<file path="src/rtl/fifo_pkg.sv">
// Shared types, width helpers and default thresholds for the programmable-threshold FIFO.
package fifo_pkg;

  typedef enum logic {
    READ_REG  = 1'b0,
    READ_FWFT = 1'b1
  } read_mode_e;

  localparam int DEF_DEPTH     = 8;
  localparam int DEF_AE_THRESH = 1;

  function automatic int cnt_w(input int depth);
    return $clog2(depth + 1);
  endfunction

  // Pointers index 0..depth-1; keep at least one bit.
  function automatic int ptr_w(input int depth);
    return (depth > 1) ? $clog2(depth) : 1;
  endfunction

  function automatic int def_af_thresh(input int depth);
    return depth - 1;
  endfunction

endpackage

</file>
<file path="src/rtl/fifo_mem.sv">
// FIFO storage: DEPTH x WIDTH register array, synchronous write, asynchronous read.
module fifo_mem
  import fifo_pkg::*;
#(
  parameter int WIDTH = 16,
  parameter int DEPTH = DEF_DEPTH
) (
  input  logic                    clk,
  input  logic                    we,
  input  logic [ptr_w(DEPTH)-1:0] waddr,
  input  logic [WIDTH-1:0]        wdata,
  input  logic [ptr_w(DEPTH)-1:0] raddr,
  output logic [WIDTH-1:0]        rdata
);

  logic [WIDTH-1:0] mem [DEPTH];

  // Contents are deliberately left out of reset.
  always_ff @(posedge clk) begin
    if (we) begin
      mem[waddr] <= wdata;
    end
  end

  assign rdata = mem[raddr];

endmodule

</file>
<file path="src/rtl/sync_fifo_prog.sv">
// Synchronous FIFO with programmable almost-full/empty thresholds, flush and
// selectable registered or first-word-fall-through read.
module sync_fifo_prog
  import fifo_pkg::*;
#(
  parameter int FIFO_WIDTH = 16,
  parameter int FIFO_DEPTH = DEF_DEPTH,
  parameter int AF_THRESH  = def_af_thresh(FIFO_DEPTH),
  parameter int AE_THRESH  = DEF_AE_THRESH,
  parameter int FWFT       = 0
) (
  input  logic                         clk,
  input  logic                         rst_n,
  input  logic [FIFO_WIDTH-1:0]        data_in,
  input  logic                         wr_en,
  input  logic                         rd_en,
  input  logic                         flush,
  output logic [FIFO_WIDTH-1:0]        data_out,
  output logic                         wr_ack,
  output logic                         overflow,
  output logic                         underflow,
  output logic                         full,
  output logic                         almostfull,
  output logic                         empty,
  output logic                         almostempty,
  output logic [cnt_w(FIFO_DEPTH)-1:0] count
);

  localparam int CW = cnt_w(FIFO_DEPTH);
  localparam int PW = ptr_w(FIFO_DEPTH);
  localparam read_mode_e MODE = (FWFT != 0) ? READ_FWFT : READ_REG;

  localparam logic [CW-1:0] DEPTH_C  = CW'(FIFO_DEPTH);
  localparam logic [CW-1:0] AF_C     = CW'(AF_THRESH);
  localparam logic [CW-1:0] AE_C     = CW'(AE_THRESH);
  localparam logic [PW-1:0] LAST_PTR = PW'(FIFO_DEPTH - 1);

  logic [PW-1:0]         wr_ptr_q, wr_ptr_d;
  logic [PW-1:0]         rd_ptr_q, rd_ptr_d;
  logic [CW-1:0]         count_q, count_d;
  logic [FIFO_WIDTH-1:0] data_out_q, data_out_d;
  logic                  wr_ack_q, wr_ack_d;
  logic                  overflow_q, overflow_d;
  logic                  underflow_q, underflow_d;

  logic                  wr_ok, rd_ok, mem_we;
  logic [FIFO_WIDTH-1:0] rd_data;

  assign empty       = (count_q == '0);
  assign full        = (count_q == DEPTH_C);
  assign almostfull  = (count_q >= AF_C) && !full;
  assign almostempty = (count_q <= AE_C) && !empty;

  // Both requests are judged against the flags held at the start of the cycle.
  assign wr_ok  = wr_en && !full;
  assign rd_ok  = rd_en && !empty;
  assign mem_we = wr_ok && !flush;

  fifo_mem #(
    .WIDTH (FIFO_WIDTH),
    .DEPTH (FIFO_DEPTH)
  ) u_mem (
    .clk   (clk),
    .we    (mem_we),
    .waddr (wr_ptr_q),
    .wdata (data_in),
    .raddr (rd_ptr_q),
    .rdata (rd_data)
  );

  always_comb begin
    wr_ptr_d    = wr_ptr_q;
    rd_ptr_d    = rd_ptr_q;
    count_d     = count_q;
    data_out_d  = data_out_q;
    wr_ack_d    = 1'b0;
    overflow_d  = 1'b0;
    underflow_d = 1'b0;

    if (flush) begin
      wr_ptr_d = '0;
      rd_ptr_d = '0;
      count_d  = '0;
    end else begin
      if (wr_en) begin
        wr_ack_d   = wr_ok;
        overflow_d = !wr_ok;
      end
      if (rd_en) begin
        underflow_d = !rd_ok;
      end
      if (wr_ok) begin
        wr_ptr_d = (wr_ptr_q == LAST_PTR) ? '0 : wr_ptr_q + 1'b1;
      end
      if (rd_ok) begin
        rd_ptr_d   = (rd_ptr_q == LAST_PTR) ? '0 : rd_ptr_q + 1'b1;
        data_out_d = rd_data;
      end
      if (wr_ok && !rd_ok) begin
        count_d = count_q + 1'b1;
      end else if (rd_ok && !wr_ok) begin
        count_d = count_q - 1'b1;
      end
    end
  end

  always_ff @(posedge clk or negedge rst_n) begin
    if (!rst_n) begin
      wr_ptr_q    <= '0;
      rd_ptr_q    <= '0;
      count_q     <= '0;
      data_out_q  <= '0;
      wr_ack_q    <= 1'b0;
      overflow_q  <= 1'b0;
      underflow_q <= 1'b0;
    end else begin
      wr_ptr_q    <= wr_ptr_d;
      rd_ptr_q    <= rd_ptr_d;
      count_q     <= count_d;
      data_out_q  <= data_out_d;
      wr_ack_q    <= wr_ack_d;
      overflow_q  <= overflow_d;
      underflow_q <= underflow_d;
    end
  end

  // FWFT shows the head word directly and drives zero while empty.
  assign data_out  = (MODE == READ_FWFT) ? (empty ? '0 : rd_data) : data_out_q;
  assign wr_ack    = wr_ack_q;
  assign overflow  = overflow_q;
  assign underflow = underflow_q;
  assign count     = count_q;

endmodule

</file>
<file path="config.mk">
export PLATFORM = sky130hd
export DESIGN_NAME = sync_fifo_prog
export DESIGN_NICKNAME = d
export VERILOG_FILES = /design/src/rtl/fifo_pkg.sv /design/src/rtl/fifo_mem.sv /design/src/rtl/sync_fifo_prog.sv
export SDC_FILE = /design/constraint.sdc
export NUM_CORES = 1
export LEC_CHECK = 0
export CELL_PAD_IN_SITES_DETAIL_PLACEMENT = 1
export CELL_PAD_IN_SITES_GLOBAL_PLACEMENT = 1
export CORE_UTILIZATION = 45
export CTS_CLUSTER_SIZE = 14
export DETAILED_ROUTE_END_ITERATION = 16
export DONT_BUFFER_PORTS = 1
export PLACE_DENSITY = 0.74
export SETUP_SLACK_MARGIN = 0.5
export SLEW_MARGIN = 15
export SYNTH_ARGS = -nofsm -noshare
export SYNTH_HDL_FRONTEND = slang
export SYNTH_SLANG_ARGS = --single-unit
</file>
<file path="constraint.sdc">
create_clock -name clk -period 2.9 [get_ports clk]
set_clock_uncertainty 0.05 [all_clocks]
set_input_delay 0.58 -clock clk [delete_from_list [all_inputs] [get_ports clk]]
set_output_delay 0.58 -clock clk [all_outputs]
set_load 0.01 [all_outputs]
</file>
After elaboration in Yosys (flattened, before gate mapping)

Memory sizes are Yosys's and may differ from the RTL's. A register that Yosys moved wholly into a read port is not among the register bits.
Cells that the tools add are included.

Bits in latches: 0
Logic and storage cells: 52
Output and inout bits: 27
Register bits after elaboration: 13
RAM bits: 128
Memories kept: 1
Memory bits (read-only): 0

Memories:

| memory    | words | bits a word | read ports | clocked after Yosys merged registers in | wr ports | line           | text |
|---|---|---|---|---|---|---|---|
| u_mem.mem | 8     | 16          | 1          | 1                                       | 1        | fifo_mem.sv:16 | `logic [WIDTH-1:0] mem [DEPTH];` |

Shift-type cells: 0
Order comparisons: 2
Div/mod/pow operators: 0
Equal/unequal tests: 3
Bitwise operators: 1
Multipliers: 0
Reductions and logical operators: 18
Add/sub/neg operators: 4
Muxes and demuxes: 17

Operators by type and width:

| kind                  | number |
|---|---|
| $mux W3               | 6 |
| $mux W4               | 3 |
| $mux W1               | 8 |
| $logic_and A1 B1 Y1   | 7 |
| $add A3 B1 Y3 const B | 2 |
| $eq A3 B3 Y1 const B  | 2 |
| $logic_not A1 Y1      | 6 |
| $add A4 B1 Y4 const B | 1 |
| $eq A4 B4 Y1 const B  | 1 |
| $ge A4 B3 Y1 const B  | 1 |
| $le A4 B1 Y1 const B  | 1 |
| $logic_not A4 Y1      | 1 |
| $reduce_bool A2 Y1    | 2 |
| $sub A4 B1 Y4 const B | 1 |
| $reduce_bool A3 Y1    | 1 |
| $reduce_and A2 Y1     | 1 |
| $not A1 Y1            | 1 |

Longest topological paths before layout

Depth after elaboration: 8
Mapped depth: 9
Depth with buffers taken out: 7

By module

From an unflattened synthesis, not the netlist that was laid out.

Cells, all modules: 325
Area, all modules: 6439.9 sq um

By module, submodules not included:

| module         | times used | area an instance (sq um) | cells an instance |
|---|---|---|---|
| fifo_mem       | 1          | 4973.5                   | 198 |
| sync_fifo_prog | 1          | 1466.4                   | 127 |

Worst setup path before layout

No wires, ideal clock.

Path type: register -> register
Start point: register count_q[0], in the netlist count[0]
End point: memory u_mem.mem[0][0] (enable)
Arrival time: 2.645 ns
Setup time: 0.409 ns
Setup slack: -0.204 ns
Stages on the path, launching flop included: 8
Cell sequence: dfrtp_1 -> inv_1 -> ha_1 -> buf_4 -> nand3b_4 -> nand2_1 -> or3_1 -> nor3_1

Longest elaborated chain between the ends: 6

RTL lines:

| what                          | line                  | text |
|---|---|---|
| start, declared               | sync_fifo_prog.sv:40  | `logic [CW-1:0] count_q, count_d;` |
| start signal, assigned        | sync_fifo_prog.sv:119 | `count_q <= count_d;` |
| $eq A4 B4 Y1                  | sync_fifo_prog.sv:50  | `assign full = (count_q == DEPTH_C);` |
| $logic_not A1 Y1              | sync_fifo_prog.sv:55  | `assign wr_ok = wr_en && !full;` |
| $logic_and A1 B1 Y1           | sync_fifo_prog.sv:55  |  |
| $logic_and A1 B1 Y1           | sync_fifo_prog.sv:57  | `assign mem_we = wr_ok && !flush;` |
| $mux W1                       | fifo_mem.sv:20        | `if (we) begin` |
| $mux W1 (implied by the code) | fifo_mem.sv:21        | `mem[waddr] <= wdata;` |
| end, declared                 | fifo_mem.sv:16        |  |

No other way between the ends.

Worst setup path in the final report

Start point: register count_q[0], in the netlist count[0]
End point: output empty

Longest elaborated chain between the ends: 1

RTL lines:

| what             | line                 | text |
|---|---|---|
| $logic_not A4 Y1 | sync_fifo_prog.sv:49 | `assign empty = (count_q == '0);` |
| end, declared    | sync_fifo_prog.sv:24 | `output logic empty,` |

No other way between the ends.

==> results.sh <==
export IMPL_synth_seq_cells=157
export IMPL_layout_drive_gt1_share=0.267
export IMPL_stdcell_area_mm2=0.00719
export IMPL_antenna_found_initial=0
export IMPL_vias_per_cell=5.74
export IMPL_hold_start="flush"
export IMPL_netlist_cell_type_count=38
export IMPL_clk_pin_slew_ns=0.06
export IMPL_grt_usage=0.197
export IMPL_r2r_worst_path_cells=7
export IMPL_synthToLayoutAreaGrowth_pct=14.0
export IMPL_synth_edf_count=128
export IMPL_report_final_hold_viol_count=0
export IMPL_relSlewSlack=0.203
export IMPL_root_buffer="clkbuf_16"
export IMPL_layout_common_cells="edfxtp_1, mux4_2, nor2_1, a21oi_1, dfrtp_1"
export IMPL_portBuffers=0
export IMPL_yosys_area_share_adder=0.0139
export IMPL_vias=3180
export IMPL_synth_top_family_by_area="multiplexers"
export IMPL_syn_inst=347
export IMPL_maxCapViolations=0
export IMPL_irDropWorstVdd_mv=0.546
export IMPL_pwr_density_cell_mw_per_mm2=857
export IMPL_slew_violations=0
export IMPL_outcome="finished, final reports clean"
export IMPL_syn_cell_area_mm2=0.00631
export IMPL_syn_nets=375
export IMPL_clock_path_buffers=2
export IMPL_clock_latency_ns=0.42
export IMPL_cts_made_buffers=17
export IMPL_grt_pass1_vias=3508
export IMPL_p_leak_nw=2.37
export IMPL_drc=0
export IMPL_synthMuxAreaShare=0.141
export IMPL_fp_dieH_um=120
export IMPL_synthSimpleGateAreaFrac=0.0605
export IMPL_synthArstFlopShare=0.185
export IMPL_n_antenna_cell=0
export IMPL_final_common_cell="edfxtp_1"
export IMPL_synth_compound_area_frac=0.0373
export IMPL_start_kind="flip-flop"
export IMPL_ys_seq_area_frac=0.724
export IMPL_wl_per_cell_um=23.4
export IMPL_setup_viol=0
export IMPL_timing_fmax_mhz=428
export IMPL_die_w_um=120
export IMPL_top_level_ports=48
export IMPL_worst_pin_slew_ns=1.20
export IMPL_place_congestion=0.787
export IMPL_cp_max_fo=8
export IMPL_worstReg2RegEnd="u_mem.mem[0][7]"
export IMPL_row_count=42
export IMPL_initial_core_util=0.469
export IMPL_grt_overflow=0
export IMPL_synth_warning_count=0
export IMPL_path_class="flip-flop to primary output"
export IMPL_rrSetupSlack_ns=0.62
export IMPL_synth_flop_cell="edfxtp_1"
export IMPL_cp_arrival_ns=1.71
export IMPL_min_path_type="primary input to flip-flop"
export IMPL_rsz0062_at_grt="yes"
export IMPL_cp_required_ns=2.27
export IMPL_antenna_left=0
export IMPL_final_nets=393
export IMPL_core_area_mm2=0.0135
export IMPL_grt_pass1_wl_mm=20.2
export IMPL_post_dp_cell_area_mm2=0.00654
export IMPL_period_share=0.806
export IMPL_hold_depth=1
export IMPL_grt_max_degree=35
export IMPL_drt_total_wl_mm=13.0
export IMPL_hpwlAfterDp_mm=7.81
export IMPL_fin_crit_ns=2.34
export IMPL_numClockSinks=157
export IMPL_drt_iter0_markers=170
export IMPL_hold_end="count[0]"
export IMPL_crit_path_end_kind="primary output"
export IMPL_finalSetupTns_ns=0
export IMPL_postSynthAreaPerCell_um2=18.2
export IMPL_h_tree_depth=4
export IMPL_synth_xor_xnor_area_share=0
export IMPL_cts_tree="built"
export IMPL_firstDrtPassIters=4
export IMPL_rr_startpoint="count[0]"
export IMPL_die_area_mm2=0.0145
## worst max-delay path: stages, from the launching register on
cell and delay [ns]:
dfrtp_2 0.48, inv_1 0.12, ha_4 0.18, or3b_4 0.42, inv_4 0.09
## sequential cells by signal, summed over array words and instances (netlist names)
signal     flops
u_mem.mem    128
data_out      16
count          4
rd_ptr_q       3
wr_ptr_q       3
overflow       1
underflow      1
wr_ack         1
## area by class of cell
class | count | area [µm²]
clock buffers | 18 | 439
fillers | 1244 | 6260
clock inverters | 14 | 134
flip-flops and latches | 157 | 4570
repair buffers | 18 | 166
well taps | 176 | 220
inverters | 6 | 25.0
multi-input cells | 165 | 1640
## stage by stage
stage                     total power, mW  cells  utilization  hold WS (ns)  setup WS [ns]
after global placement               3.94    517        0.486         0.235          0.475
after detailed placement             3.99    517        0.486         0.235          0.379
final                                6.17    554        0.535         0.156          0.563
after global routing                 6.43    554        0.535         0.145          0.489
after floorplan                      3.77    347            -         0.234          0.254
after CTS                            6.19    552        0.532         0.141          0.524
## how the worst max path moves through the flow
stage,from,endpoint,slack [ns],cells after the start
2_1_floorplan,count[0],u_mem.mem[4][0],0.25,7
3_3_place_gp,count[0],u_mem.mem[0][10],0.48,7
5_1_grt,count[2],u_mem.mem[0][7],0.49,5
6_report,count[0],empty,0.56,4
4_1_cts,count[1],empty,0.52,4
3_5_place_dp,count[1],u_mem.mem[0][10],0.38,7
## cells by family after synthesis
family / Yosys count
DFF: 157
AOI/OAI and AO/OA: 38
buffers and inverters: 25
and+or+nand+nor: 71
muxes: 49
adders and majority gates: 7
## power by group
group	total (mW)	switching (mW)	internal, mW
combinational	1.08	0.513	0.565
clock	2.14	0.919	1.22
sequential	2.95	0.311	2.64
## synth_stat cells (5+ instances only)
cell type	n	area, µm²
ha_1	7	87.6
nand2_1	12	45.0
nand3_1	6	30.0
buf_4	6	45.0
mux2i_1	17	170
mux4_2	32	721
a21oi_1	25	125
inv_1	5	18.8
dfrtp_1	29	726
nor2_1	25	93.8
edfxtp_1	128	3840
buf_2	7	35.0
## layer usage
metal	up-vias	part of all wire	routed length (µm)	GRT usage
met5	-	0	0	0
met4	0	0.013	167	0.0733
met3	15	0.055	717	0.0561
li1	1400	-	-	-
met1	1681	0.42	5450	0.246
met2	84	0.51	6630	0.327
## timing repair
action / 4_1_cts / 5_1_grt
gates resized for setup: 4 / 4
cloned: 0 / 0
setup endpoints to repair: 66 / 66
hold endpoints to repair: 29 / 0
hold buffers: 2 / 0
pin swaps: 1 / 0
buffers inserted: 1 / 2
No activity file was read; power rests on OpenSTA's default activity.
